**src/rtl/layer_sequencer_pkg.sv**
```systemverilog
// Shared types for the layer sequencer: layer-type and FSM-state enums,
// plus the ping-pong buffer direction encodings.
package layer_sequencer_pkg;

    typedef enum logic [1:0] {
        LT_CONV  = 2'b00,
        LT_POOL  = 2'b01,
        LT_DENSE = 2'b10,
        LT_NOP   = 2'b11
    } layer_type_e;

    typedef enum logic [2:0] {
        IDLE,
        LAUNCH,
        WAIT,
        SWAP,
        NEXT,
        FINISH,
        ERROR
    } seq_state_e;

    localparam logic [1:0] BUF1_TO_BUF2 = 2'b01;
    localparam logic [1:0] BUF2_TO_BUF1 = 2'b10;

    // Any value other than BUF2_TO_BUF1 flips towards it, so a corrupted
    // direction always recovers to a legal encoding on the next swap.
    function automatic logic [1:0] swap_dir(input logic [1:0] dir);
        return (dir == BUF2_TO_BUF1) ? BUF1_TO_BUF2 : BUF2_TO_BUF1;
    endfunction

endpackage

```
**src/rtl/seq_watchdog.sv**
```systemverilog
// Per-layer watchdog: saturating up-counter with synchronous clear.
// expired is high on the cycle whose increment reaches all-ones, and stays high while saturated.
module seq_watchdog #(
    parameter int TIMEOUT_W = 24
) (
    input  logic clk,
    input  logic rst,
    input  logic clear,
    input  logic en,
    output logic expired
);

    localparam logic [TIMEOUT_W-1:0] ALL_ONES  = '1;
    localparam logic [TIMEOUT_W-1:0] LAST_STEP = {{(TIMEOUT_W-1){1'b1}}, 1'b0};

    logic [TIMEOUT_W-1:0] count_q, count_d;

    // NOTE: every combinational output gets a default before any branch, so no latch is inferred.
    always_comb begin
        count_d = count_q;
        if (clear) begin
            count_d = '0;
        end else if (en && (count_q != ALL_ONES)) begin
            count_d = count_q + 1'b1;
        end
    end

    assign expired = (count_q == ALL_ONES) || (en && (count_q == LAST_STEP));

    // NOTE: sequential state uses non-blocking assignments so every flop samples pre-edge values.
    always_ff @(posedge clk or posedge rst) begin
        if (rst) begin
            count_q <= '0;
        end else begin
            count_q <= count_d;
        end
    end

endmodule

```
**src/rtl/layer_sequencer.sv**
```systemverilog
// Top-level layer scheduler: walks the programmed layer table, launches the
// matching controller, waits for its done and flips the BUF1/BUF2 direction.
module layer_sequencer
    import layer_sequencer_pkg::*;
#(
    parameter int MAX_LAYERS     = 16,
    parameter int LOG_MAX_LAYERS = 4,
    parameter int TIMEOUT_W      = 24
) (
    input  logic                      clk,
    input  logic                      rst,
    input  logic                      cfg_we,
    input  logic [LOG_MAX_LAYERS-1:0] cfg_addr,
    input  logic [1:0]                cfg_type,
    input  logic [LOG_MAX_LAYERS:0]   num_layers,
    input  logic                      run_start,
    output logic                      conv_start,
    output logic                      pool_start,
    output logic                      dense_start,
    input  logic                      conv_done,
    input  logic                      pool_done,
    input  logic                      dense_done,
    output logic [1:0]                aybz_azby,
    output logic                      busy,
    output logic [LOG_MAX_LAYERS-1:0] layer_idx,
    output logic                      net_done,
    output logic                      timeout_err
);

    localparam logic [LOG_MAX_LAYERS:0]   NUM_MAX = (LOG_MAX_LAYERS+1)'(MAX_LAYERS);
    localparam logic [LOG_MAX_LAYERS:0]   NUM_ONE = (LOG_MAX_LAYERS+1)'(1);
    localparam logic [LOG_MAX_LAYERS-1:0] IDX_ONE = LOG_MAX_LAYERS'(1);

    seq_state_e                state_q, state_d;
    logic [LOG_MAX_LAYERS-1:0] layer_idx_q, layer_idx_d;
    logic [1:0]                aybz_azby_q, aybz_azby_d;
    layer_type_e               table_q [MAX_LAYERS];

    layer_type_e cur_type;
    logic        table_we;
    logic        num_ok;
    logic        last_layer;
    logic        sel_done;
    logic        wd_clear;
    logic        wd_en;
    logic        wd_expired;

    assign cur_type   = table_q[layer_idx_q];
    assign num_ok     = (num_layers != '0) && (num_layers <= NUM_MAX);
    assign last_layer = ({1'b0, layer_idx_q} == (num_layers - NUM_ONE));

    // Only the controller that was launched can end the WAIT.
    always_comb begin
        sel_done = 1'b0;
        case (cur_type)
            LT_CONV:  sel_done = conv_done;
            LT_POOL:  sel_done = pool_done;
            LT_DENSE: sel_done = dense_done;
            default:  sel_done = 1'b0;
        endcase
    end

    always_comb begin
        state_d     = state_q;
        layer_idx_d = layer_idx_q;
        aybz_azby_d = aybz_azby_q;
        table_we    = 1'b0;
        wd_clear    = 1'b0;
        wd_en       = 1'b0;
        conv_start  = 1'b0;
        pool_start  = 1'b0;
        dense_start = 1'b0;

        case (state_q)
            IDLE, ERROR: begin
                table_we = cfg_we;
                if (run_start && num_ok) begin
                    state_d     = LAUNCH;
                    layer_idx_d = '0;
                    aybz_azby_d = BUF1_TO_BUF2;
                end
            end
            LAUNCH: begin
                wd_clear = 1'b1;
                case (cur_type)
                    LT_CONV:  conv_start  = 1'b1;
                    LT_POOL:  pool_start  = 1'b1;
                    LT_DENSE: dense_start = 1'b1;
                    default:  ;
                endcase
                state_d = (cur_type == LT_NOP) ? NEXT : WAIT;
            end
            WAIT: begin
                wd_en = 1'b1;
                if (sel_done) begin
                    state_d = SWAP;
                end else if (wd_expired) begin
                    state_d = ERROR;
                end
            end
            SWAP: begin
                aybz_azby_d = swap_dir(aybz_azby_q);
                state_d     = NEXT;
            end
            NEXT: begin
                if (last_layer) begin
                    state_d = FINISH;
                end else begin
                    layer_idx_d = layer_idx_q + IDX_ONE;
                    state_d     = LAUNCH;
                end
            end
            FINISH:  state_d = IDLE;
            default: state_d = IDLE;
        endcase
    end

    seq_watchdog #(
        .TIMEOUT_W (TIMEOUT_W)
    ) u_watchdog (
        .clk     (clk),
        .rst     (rst),
        .clear   (wd_clear),
        .en      (wd_en),
        .expired (wd_expired)
    );

    always_ff @(posedge clk or posedge rst) begin
        if (rst) begin
            state_q     <= IDLE;
            layer_idx_q <= '0;
            aybz_azby_q <= BUF1_TO_BUF2;
        end else begin
            state_q     <= state_d;
            layer_idx_q <= layer_idx_d;
            aybz_azby_q <= aybz_azby_d;
        end
    end

    // NOTE: the layer table is plain storage with no reset; software programs it before a run.
    always_ff @(posedge clk) begin
        if (table_we) begin
            table_q[cfg_addr] <= layer_type_e'(cfg_type);
        end
    end

    // Start pulses and status decode straight from registered state, so
    // an asynchronous reset removes them immediately with the state.
    assign busy        = state_q inside {LAUNCH, WAIT, SWAP, NEXT};
    assign net_done    = (state_q == FINISH);
    assign timeout_err = (state_q == ERROR);
    assign layer_idx   = layer_idx_q;
    assign aybz_azby   = aybz_azby_q;

endmodule

```
**config.mk**
```make
export PLATFORM = sky130hd
export DESIGN_NAME = layer_sequencer
export DESIGN_NICKNAME = d
export VERILOG_FILES = /design/src/rtl/layer_sequencer_pkg.sv /design/src/rtl/seq_watchdog.sv /design/src/rtl/layer_sequencer.sv
export SDC_FILE = /design/constraint.sdc
export NUM_CORES = 1
export LEC_CHECK = 0
export ABC_AREA = 1
export BUFFER_PORTS_ARGS = -buffer_cell sky130_fd_sc_hd__buf_2
export CORE_MARGIN = 2
export CORE_UTILIZATION = 40
export DETAILED_ROUTE_END_ITERATION = 6
export PLACE_DENSITY = 0.66
export SYNTH_ARGS = -nofsm -noshare
export SYNTH_HDL_FRONTEND = slang
export SYNTH_HIERARCHICAL = 1
export SYNTH_SLANG_ARGS = --single-unit
```
**constraint.sdc**
```tcl
create_clock -name clk -period 3.9 [get_ports clk]
set_input_delay 0.39 -clock clk [delete_from_list [all_inputs] [get_ports clk]]
set_output_delay 0.39 -clock clk [all_outputs]
set_load 0.005 [all_outputs]
```
### Yosys cells after proc, flatten, opt, wreduce, memory -nomap -nowiden

Memory sizes are Yosys's and may differ from the RTL's.
Index checks and enable logic that the tools add are counted.

| operators by class | value |
|---|---|
| add/subtract/negate cells | 3 |
| multiplexer cells | 26 |
| equal/unequal tests | 17 |
| reduce and logical (&&, ||, !) cells | 16 |
| $lt $le $gt $ge | 1 |

Operator list:

| cell | count |
|---|---|
| 24-bit == test, second input constant | 2 |
| 24-bit two-way mux | 2 |
| 24-bit by 1-bit adder with 24-bit output, second input constant | 1 |
| 24-bit != test, second input constant | 1 |
| 3-bit two-way mux | 5 |
| 3-bit case mux with 5 select lines | 1 |
| 1-bit two-way mux | 11 |
| 3-bit == test, second input constant | 3 |
| 4-bit two-way mux | 2 |
| 4-bit case mux with 2 select lines | 1 |
| 2-bit == test, second input constant | 3 |
| 3-bit by 2-bit == test with 1-bit output, second input constant | 2 |
| 2-bit nonzero test | 3 |
| 4-bit by 5-bit == test with 1-bit output | 1 |
| 5-bit less-or-equal comparator, second input constant | 1 |
| 5-bit nonzero test | 1 |
| 5-bit by 1-bit subtractor with 5-bit output, second input constant | 1 |
| 4-bit by 1-bit adder with 4-bit output, second input constant | 1 |
| 1-bit logical AND | 4 |
| 2-bit two-way mux | 2 |
| 2-bit != test, second input constant | 2 |
| 2-bit case mux with 2 select lines | 1 |
| 2-bit AND reduction | 2 |
| 4-bit nonzero test | 1 |
| 9 further kinds | 9 |

| storage, ports and cells | value |
|---|---|
| register bits | 33 |
| output and inout bits | 12 |
| memories kept | 1 |
| input bits | 18 |
| bits in writable memories | 32 |
| logic and storage cells | 68 |

Memory list:

| name | depth | bits a word | rd ports | clocked after Yosys merged registers in | write ports | line | text |
|---|---|---|---|---|---|---|---|
| table_q | 16 | 2 | 1 | 0 | 1 | layer_sequencer.sv:37 | `layer_type_e table_q [MAX_LAYERS];` |

### Logic depth before layout (Yosys ltp)

Gate-level depths: netlist of run 1.

| depth | value |
|---|---|
| word-level depth | 7 |
| mapped depth | 16 |
| gate-level depth less buffers | 15 |

### Cells and area by module

Netlist of run 1, hierarchy kept.

Modules (own cells, without submodules):

| module | times used | area an instance (µm²) | cells each | seq. area each (µm²) |
|---|---|---|---|---|
| layer_sequencer | 1 | 2239.6 | 264 | 1187.4 |
| seq_watchdog | 1 | 1706.6 | 257 | 600.6 |

### Worst setup path before layout of run 1

OpenSTA, ideal clock, no wires.

| timing path | value |
|---|---|
| path type | reg2reg |
| start point | register state_q[1] |
| end point | register u_watchdog.count_q[10] |
| slack | 2.010 ns |
| data required time | 3.834 ns |
| period minus slack after synthesis | 1.890 ns |
| data arrival time | 1.824 ns |
| setup time | 0.066 ns |
| stages on the path, launching flop included | 9 |
| buffers on the path | 1 |
| cell sequence | dfrtp_1 > inv_2 > nor2_1 > inv_1 > nor2_1 > a21boi_2 > clkbuf_1 > nand4_1 > nand2_1 |

| between the ends | value |
|---|---|
| word-level cells in the longest chain between the ends | 4 |
| elaborated cells on any way between the ends | 7 |
| classes of those cells | 2 x eq/ne; 3 x mux; 2 x reduce/logical |

RTL lines:

| element | line | text |
|---|---|---|
| start: declaration | layer_sequencer.sv:34 | `seq_state_e state_q, state_d;` |
| start signal: assignment | layer_sequencer.sv:134 | `state_q <= state_d;` |
| 3-bit by 2-bit == test with 1-bit output | layer_sequencer.sv:74 | `case (state_q)` |
| 1-bit two-way mux | layer_sequencer.sv:74 |  |
| net wd_en | layer_sequencer.sv:45 | `logic wd_en;` |
| 1-bit logical AND | seq_watchdog.sv:23 | `end else if (en && (count_q != ALL_ONES)) begin` |
| 2-bit nonzero test (no source line) | n/a |  |
| end signal: assignment | seq_watchdog.sv:35 | `count_q <= count_d;` |
| end: declaration | seq_watchdog.sv:16 | `logic [TIMEOUT_W-1:0] count_q, count_d;` |

The timed path passes the listed nets, and every way through them passes these cells.
A chain may end at the register's enable or synchronous reset.

### Worst setup path after layout of run 1

| timing path | value |
|---|---|
| start point | register layer_idx_q[0], in the netlist layer_idx[0] |
| end point | output port conv_start |

| between the ends | value |
|---|---|
| word-level cells in the longest chain between the ends | 4 |

RTL lines:

| element | line | text |
|---|---|---|
| start: declaration | layer_sequencer.sv:35 | `logic [LOG_MAX_LAYERS-1:0] layer_idx_q, layer_idx_d;` |
| start signal: assignment | layer_sequencer.sv:135 | `layer_idx_q <= layer_idx_d;` |
| memory 16 x 2 bit | n/a |  |
| 2-bit zero test | layer_sequencer.sv:85 | `case (cur_type)` |
| 1-bit two-way mux | layer_sequencer.sv:85 |  |
| 1-bit two-way mux | layer_sequencer.sv:74 |  |
| end: declaration | layer_sequencer.sv:17 | `output logic conv_start,` |

Every way passes these cells.

==> results.json, run 1 <==
{
  "reg2reg_from": "state_q[1]$_DFFE_PP0P_",
  "path_cells": "inv_6 -> nand2_1 -> nand2_1 -> nand2_1 -> nand3_1 -> nand3_1 -> nand2_2 -> inv_2 -> nand2_1 -> nor2_1 -> buf_2",
  "cts-root-buf": "clkbuf_8",
  "seqPwrFrac": 0.401,
  "multi_input_area_sq_um": 1780,
  "stdcell_count": 689,
  "cts-htree-levels": 3,
  "vias": 3323,
  "grt_pass1_vias": 3062,
  "worstRegToRegCells": 7,
  "path_clk_slew_ns": 0.07,
  "power_density_nw_per_um2": 480,
  "n_fill_cell": 972,
  "via_per_inst": 4.82,
  "arrival_ns": 2.20,
  "cp_max_fo": 21,
  "drive_gt1_frac": 0.138,
  "antennaDiodeCount": 0,
  "core_area_sq_um": 9680,
  "required_ns": 3.51,
  "switching_power_mw": 0.784,
  "dp.cells": 673,
  "grtUsageMet3": 0.0276,
  "finalCritPeriodShare": 0.664,
  "whs_ns": 0.0174,
  "antenna_found_initial": 0,
  "syn_nets": 544,
  "grt_pass1_wl_um": 13800,
  "hp-class": "in2async",
  "fin_skew_ns": 0.00982,
  "grtUsageMet1": 0.210,
  "globalRoute.totalOverflow": 0,
  "die-height_um": 103,
  "setup_viol": 0,
  "path_class": "reg2out",
  "finalCriticalPeriod_ns": 2.59,
  "hold_viol": 0,
  "crit_start": "layer_idx[0]$_DFFE_PP0P_",
  "portBuffers": 29,
  "synth_cells": 521,
  "die-area_sq_um": 10700,
  "top_usage_layer": "met2",
  "worstSetupStartpointType": "flip-flop",
  "cap_violations": 0,
  "gp_congestion": 0.867,
  "final_cell_mix": "159 x nand2_1, 70 x nor2_1, 63 x inv_1, 53 x nand3_1",
  "max_stage_delay_ns": 0.84,
  "finalMaxSlewViolations": 0,
  "ys_types": 34,
  "cts_tree": "yes",
  "cts_sinks": 65,
  "utilization": 0.453,
  "avgSynthCellArea_sq_um": 7.57,
  "power.total_mw": 2.11,
  "initial_utilization": 0.407,
  "grtUsageTotal": 0.170,
  "drt_iter0_drc": 194,
  "postCtsSetupBuffers": 0,
  "layout_setup_ws_ns": 1.31,
  "setup.worst_path.end": "conv_start",
  "wl_per_cell_um": 12.4,
  "timing.rr.end": "u_watchdog/count_q[14]$_DFFE_PP0P_",
  "finalWirelength_um": 8540,
  "area_delta_synth_final_pct": 11.2,
  "worst_pin_slew_ns": 0.942,
  "rsz0062_at_grt": "no",
  "grt_max_degree": 25,
  "nNetsFinal": 574,
  "hold_buffers": 0,
  "synth_seq_cells": 65,
  "met2_usage": 0.286,
  "die_w_um": 103,
  "timing.critical_path.mode_cell": "nand2_1",
  "slew_headroom": 0.371,
  "cts_resized": 0,
  "clock_path_buffers": 2,
  "io_pins": 30,
  "pwr-share-comb": 0.313,
  "max_freq_mhz": 386,
  "syn-cell-area_sq_um": 3950,
  "reg2reg_slack_ns": 1.63,
  "p_leak_nw": 2.13,
  "ys.warnings.count": 6,
  "cpMaxStageDelayCell": "dfrtp_1",
  "clock_latency_ns": 0.35,
  "route.detailed.drc": 0,
  "drtPass1Iterations": 4,
  "outcome": "finished, final reports clean",
  "dpl_cell_area_sq_um": 4180,
  "yosysSeqAreaShare": 0.453,
  "final-seq-area_sq_um": 1790,
  "end_kind": "output pin",
  "final.setup.tns_ns": 0,
  "dp_slack_ns": 1.62,
  "cts_inserted_buffers": 9,
  "final_common_cell": "nand2_1",
  "fin_area_sq_um": 4390,
  "ant_nets": 0,
  "clkPwrFrac": 0.287,
  "vdd_drop_max_v": 0.000174,
  "hpwl_um": 6380,
  "swShare": 0.372,
  "p_int_mw": 1.32,
  "num_rows": 36
}
## cells in the mapped netlist
cell,number,share of area
nand2_1,159,0.15
nand2_2,9,0.014
clkinv_1,1,0.00095
inv_1,63,0.060
nor3_1,9,0.011
o21ai_1,5,0.0063
inv_6,1,0.0022
nor3b_1,1,0.0019
nor2_2,2,0.0032
nor2_8,1,0.0051
nand4_1,15,0.024
nand3_2,2,0.0051
buf_4,3,0.0057
a21oi_1,4,0.0051
nor2_1,70,0.067
ha_1,5,0.016
clkbuf_1,3,0.0029
o31ai_1,1,0.0019
o21bai_1,1,0.0019
a21boi_2,1,0.0029
nand2_4,4,0.011
dfstp_2,1,0.0067
edfxtp_1,32,0.24
clkbuf_4,1,0.0019
dfrtp_1,32,0.20
nor2_4,2,0.0057
xor2_1,12,0.027
buf_6,4,0.011
o21ai_0,4,0.0051
a21o_1,1,0.0019
xnor2_1,6,0.013
inv_2,11,0.010
nand3b_1,2,0.0038
nand3_1,53,0.067
## power by group through the flow
stage	registers (mW)	clock network [mW]	logic, mW
final	0.844	0.603	0.658
after detailed placement	0.859	0	0.666
after CTS	0.845	0.617	0.667
after global routing	0.854	0.641	0.753
after global placement	0.856	0	0.653
after floorplan	0.820	0	0.557
## area by class of cell
| cell class | instances | area share |
|---|---|---|
| clock buffer | 9 | 0.0282 |
| clock inverter | 7 | 0.0194 |
| inverter | 76 | 0.0662 |
| multi-input combinational | 369 | 0.406 |
| sequential | 65 | 0.407 |
| tap | 133 | 0.0379 |
| timing repair buffer | 30 | 0.0348 |
## cell families after synthesis
group,after synthesis,share of synthesized area
simple gates,329,0.371
xor+xnor,18,0.0399
fa+ha+maj,5,0.0159
compound gates,17,0.0250
flops,65,0.453
buf+inv,87,0.0954
## per-layer routing
metal | wire length (um) | vias to the layer above
met2 | 4000 | 79
met5 | 0 | -
met1 | 4040 | 1518
met4 | 187 | 0
met3 | 312 | 15
li1 | - | 1711
## sequential cells by signal, summed over array words and instances (netlist names)
register	count
aybz_azby	2
layer_idx	4
state_q	3
table_q	32
u_watchdog/count_q	24
## critical path: cells and delay by family, from the launching register on
kind | cells | cell delay [ns]
and+or+nand+nor | 8 | 0.63
buffers and inverters | 3 | 0.38
DFF | 1 | 0.84
## worst min path at each step
stage | slack, ns | depth (start not counted) | from | endpoint
final | 0.02 | 2 | rst | aybz_azby[1]$_DFFE_PP0P_
after floorplan | 0.22 | 1 | rst | aybz_azby[1]$_DFFE_PP0P_
after detailed placement | 0.39 | 2 | rst | aybz_azby[1]$_DFFE_PP0P_
after global routing | 0.04 | 2 | rst | layer_idx[0]$_DFFE_PP0P_
after CTS | 0.01 | 2 | rst | aybz_azby[1]$_DFFE_PP0P_
after global placement | 0.39 | 2 | rst | aybz_azby[1]$_DFFE_PP0P_
Power figures use the tool's default switching activity.
==> inputs of run 2 (changes only) <==
==> constraint.sdc (replaced) <==
create_clock -name clk -period 2.4 [get_ports clk]
set_input_delay 0.24 -clock clk [delete_from_list [all_inputs] [get_ports clk]]
set_output_delay 0.24 -clock clk [all_outputs]
set_load 0.005 [all_outputs]
==> run 2 against run 1 <==
  * Setup slack got worse by 1.1 ns
  * Flip-flop and latch count unchanged
  * Final area rose by 0.97%
  * Routed wire length grew 3.4%
  * Critical path depth decreased by 2
  * Clock skew down 0.0019 ns
  * Sequential share of layout area down 0.33 points
  * Clock power is 57% higher
  * Final cell count up 0.87%
  * Critical path type unchanged
  * Critical endpoint is now dense_start
  * Largest power group unchanged
==> results.json, run 2 (synthesis gave the netlist of run 1 again) <==
{
  "outcome": "finished, final reports clean",
  "required_ns": 2.16,
  "finalCritPeriodShare": 0.912,
  "cts_inserted_buffers": 9,
  "vias": 3378,
  "worstHoldPathCells": 1,
  "cts-root-buf": "clkbuf_8",
  "wl_per_cell_um": 12.7,
  "rsz0062_at_grt": "no",
  "core_area_sq_um": 9680,
  "grtUsageTotal": 0.179,
  "cap_violations": 0,
  "die-area_sq_um": 10700,
  "die-height_um": 103,
  "reg2reg_from": "state_q[1]$_DFFE_PP0P_",
  "fin_skew_ns": 0.00789,
  "die_w_um": 103,
  "slew_headroom": 0.371,
  "end_kind": "output pin",
  "setup_viol": 0,
  "finalMaxSlewViolations": 0,
  "dp.cells": 678,
  "p_leak_nw": 2.15,
  "power_density_nw_per_um2": 778,
  "drtPass1Iterations": 5,
  "grt_pass1_vias": 3209,
  "antennaDiodeCount": 0,
  "cts_sinks": 65,
  "cp_max_fo": 14,
  "final_common_cell": "nand2_1",
  "whs_ns": 0.274,
  "stdcell_count": 695,
  "finalWirelength_um": 8840,
  "worst_pin_slew_ns": 0.943,
  "min_from": "cfg_type[0]",
  "path_clk_slew_ns": 0.08,
  "io_pins": 30,
  "clock_path_buffers": 2,
  "largest_register_ffs": 32,
  "drt_iter0_drc": 228,
  "route.detailed.drc": 0,
  "num_rows": 36,
  "final_cell_mix": "159 x nand2_1, 70 x nor2_1, 63 x inv_1, 53 x nand3_1, 32 x edfxtp_1",
  "max_freq_mhz": 457,
  "drive_gt1_frac": 0.155,
  "hp-class": "in2reg",
  "vdd_drop_max_v": 0.000258,
  "grt_max_degree": 25,
  "cts_tree": "yes",
  "power.total_mw": 3.45,
  "hold_viol": 0,
  "finalCriticalPeriod_ns": 2.19,
  "worstRegToRegCells": 9,
  "grt_pass1_wl_um": 14600,
  "antenna_found_initial": 0,
  "whs_endpoint": "table_q[8][0]$_DFFE_PP_",
  "worstSetupStartpointType": "flip-flop",
  "path_class": "reg2out",
  "area_delta_synth_final_pct": 12.3,
  "globalRoute.totalOverflow": 0,
  "hpwl_um": 6590,
  "nNetsFinal": 580,
  "via_per_inst": 4.86,
  "ant_nets": 0,
  "timing.rr.end": "table_q[8][0]$_DFFE_PP_",
  "portBuffers": 29,
  "clock_latency_ns": 0.36,
  "cts-htree-levels": 3,
  "gp_congestion": 0.856,
  "arrival_ns": 1.95,
  "reg2reg_slack_ns": 0.33,
  "regMostFlops": "table_q",
  "final.setup.tns_ns": 0,
  "initial_utilization": 0.407
}
## run 2: changes by cell type in the layout (fill, tap and decap cells not counted), sizes merged
cell	delta
inv	+2
dlygate4sd3	+1
bufinv	-1
clkinvlp	+1
clkinv	-2
buf	+5
## run 2: critical path, stage by stage (launching register included)
cell     delay (ns)
dfrtp_2        0.48
buf_4          0.22
nand2_1        0.10
nand3_2        0.07
nand3_1        0.10
nand3_1        0.10
nand2_2        0.10
inv_2          0.06
nor3_1         0.21
buf_2          0.16
## run 2: through the flow
| stage | cell area (sq um) | setup WS, ns | utilization |
|---|---|---|---|
| after CTS | 4430 | 0.0979 | 0.457 |
| after global placement | 4220 | 0.433 | 0.435 |
| final | 4430 | 0.211 | 0.457 |
| after floorplan | 3950 | 0.510 | - |
| after detailed placement | 4220 | 0.342 | 0.435 |
| after global routing | 4430 | 0.102 | 0.457 |
## run 2: report_power, final
group / switching, mW / leakage, nW / total, mW / internal (mW)
Sequential: 0.0894 / 0.737 / 1.34 / 1.25
Combinational: 0.792 / 1.31 / 1.16 / 0.364
Clock: 0.461 / 0.100 / 0.948 / 0.487
Total: 1.34 / 2.15 / 3.45 / 2.10
## run 2: routing by layer
metal	track usage	share of wire	up-vias
met5	0	0	-
met3	0.0316	0.041	15
met2	0.298	0.48	76
met1	0.226	0.46	1568
li1	-	-	1719
met4	0.0850	0.020	0
## run 2: area by class of cell
cell class / count / area [sq um]
multi-input combinational: 369 / 1780
inverter: 76 / 290
sequential: 65 / 1790
tap: 133 / 166
clock inverter: 7 / 77.6
timing repair buffer: 36 / 200
clock buffer: 9 / 124
fill: 981 / 5250
## run 2: timing repair
| item | 4_1_cts | 5_1_grt |
|---|---|---|
| endpoints found under the setup margin | 0 | 3 |
| gates resized for setup | 0 | 2 |
| endpoints found under the hold margin | 8 | 0 |
| setup buffers | 0 | 0 |
| hold buffers | 1 | 0 |
## run 2: worst max-delay path by stage
stage	slack, ns	endpoint	depth (start not counted)	startpoint
final	0.21	dense_start	9	layer_idx[0]$_DFFE_PP0P_
after CTS	0.1	dense_start	10	layer_idx[0]$_DFFE_PP0P_
after floorplan	0.51	u_watchdog/count_q[10]$_DFFE_PP0P_	8	state_q[1]$_DFFE_PP0P_
after global routing	0.10	dense_start	10	layer_idx[0]$_DFFE_PP0P_
after detailed placement	0.34	table_q[2][1]$_DFFE_PP_	9	state_q[1]$_DFFE_PP0P_
after global placement	0.43	table_q[2][0]$_DFFE_PP_	9	state_q[1]$_DFFE_PP0P_
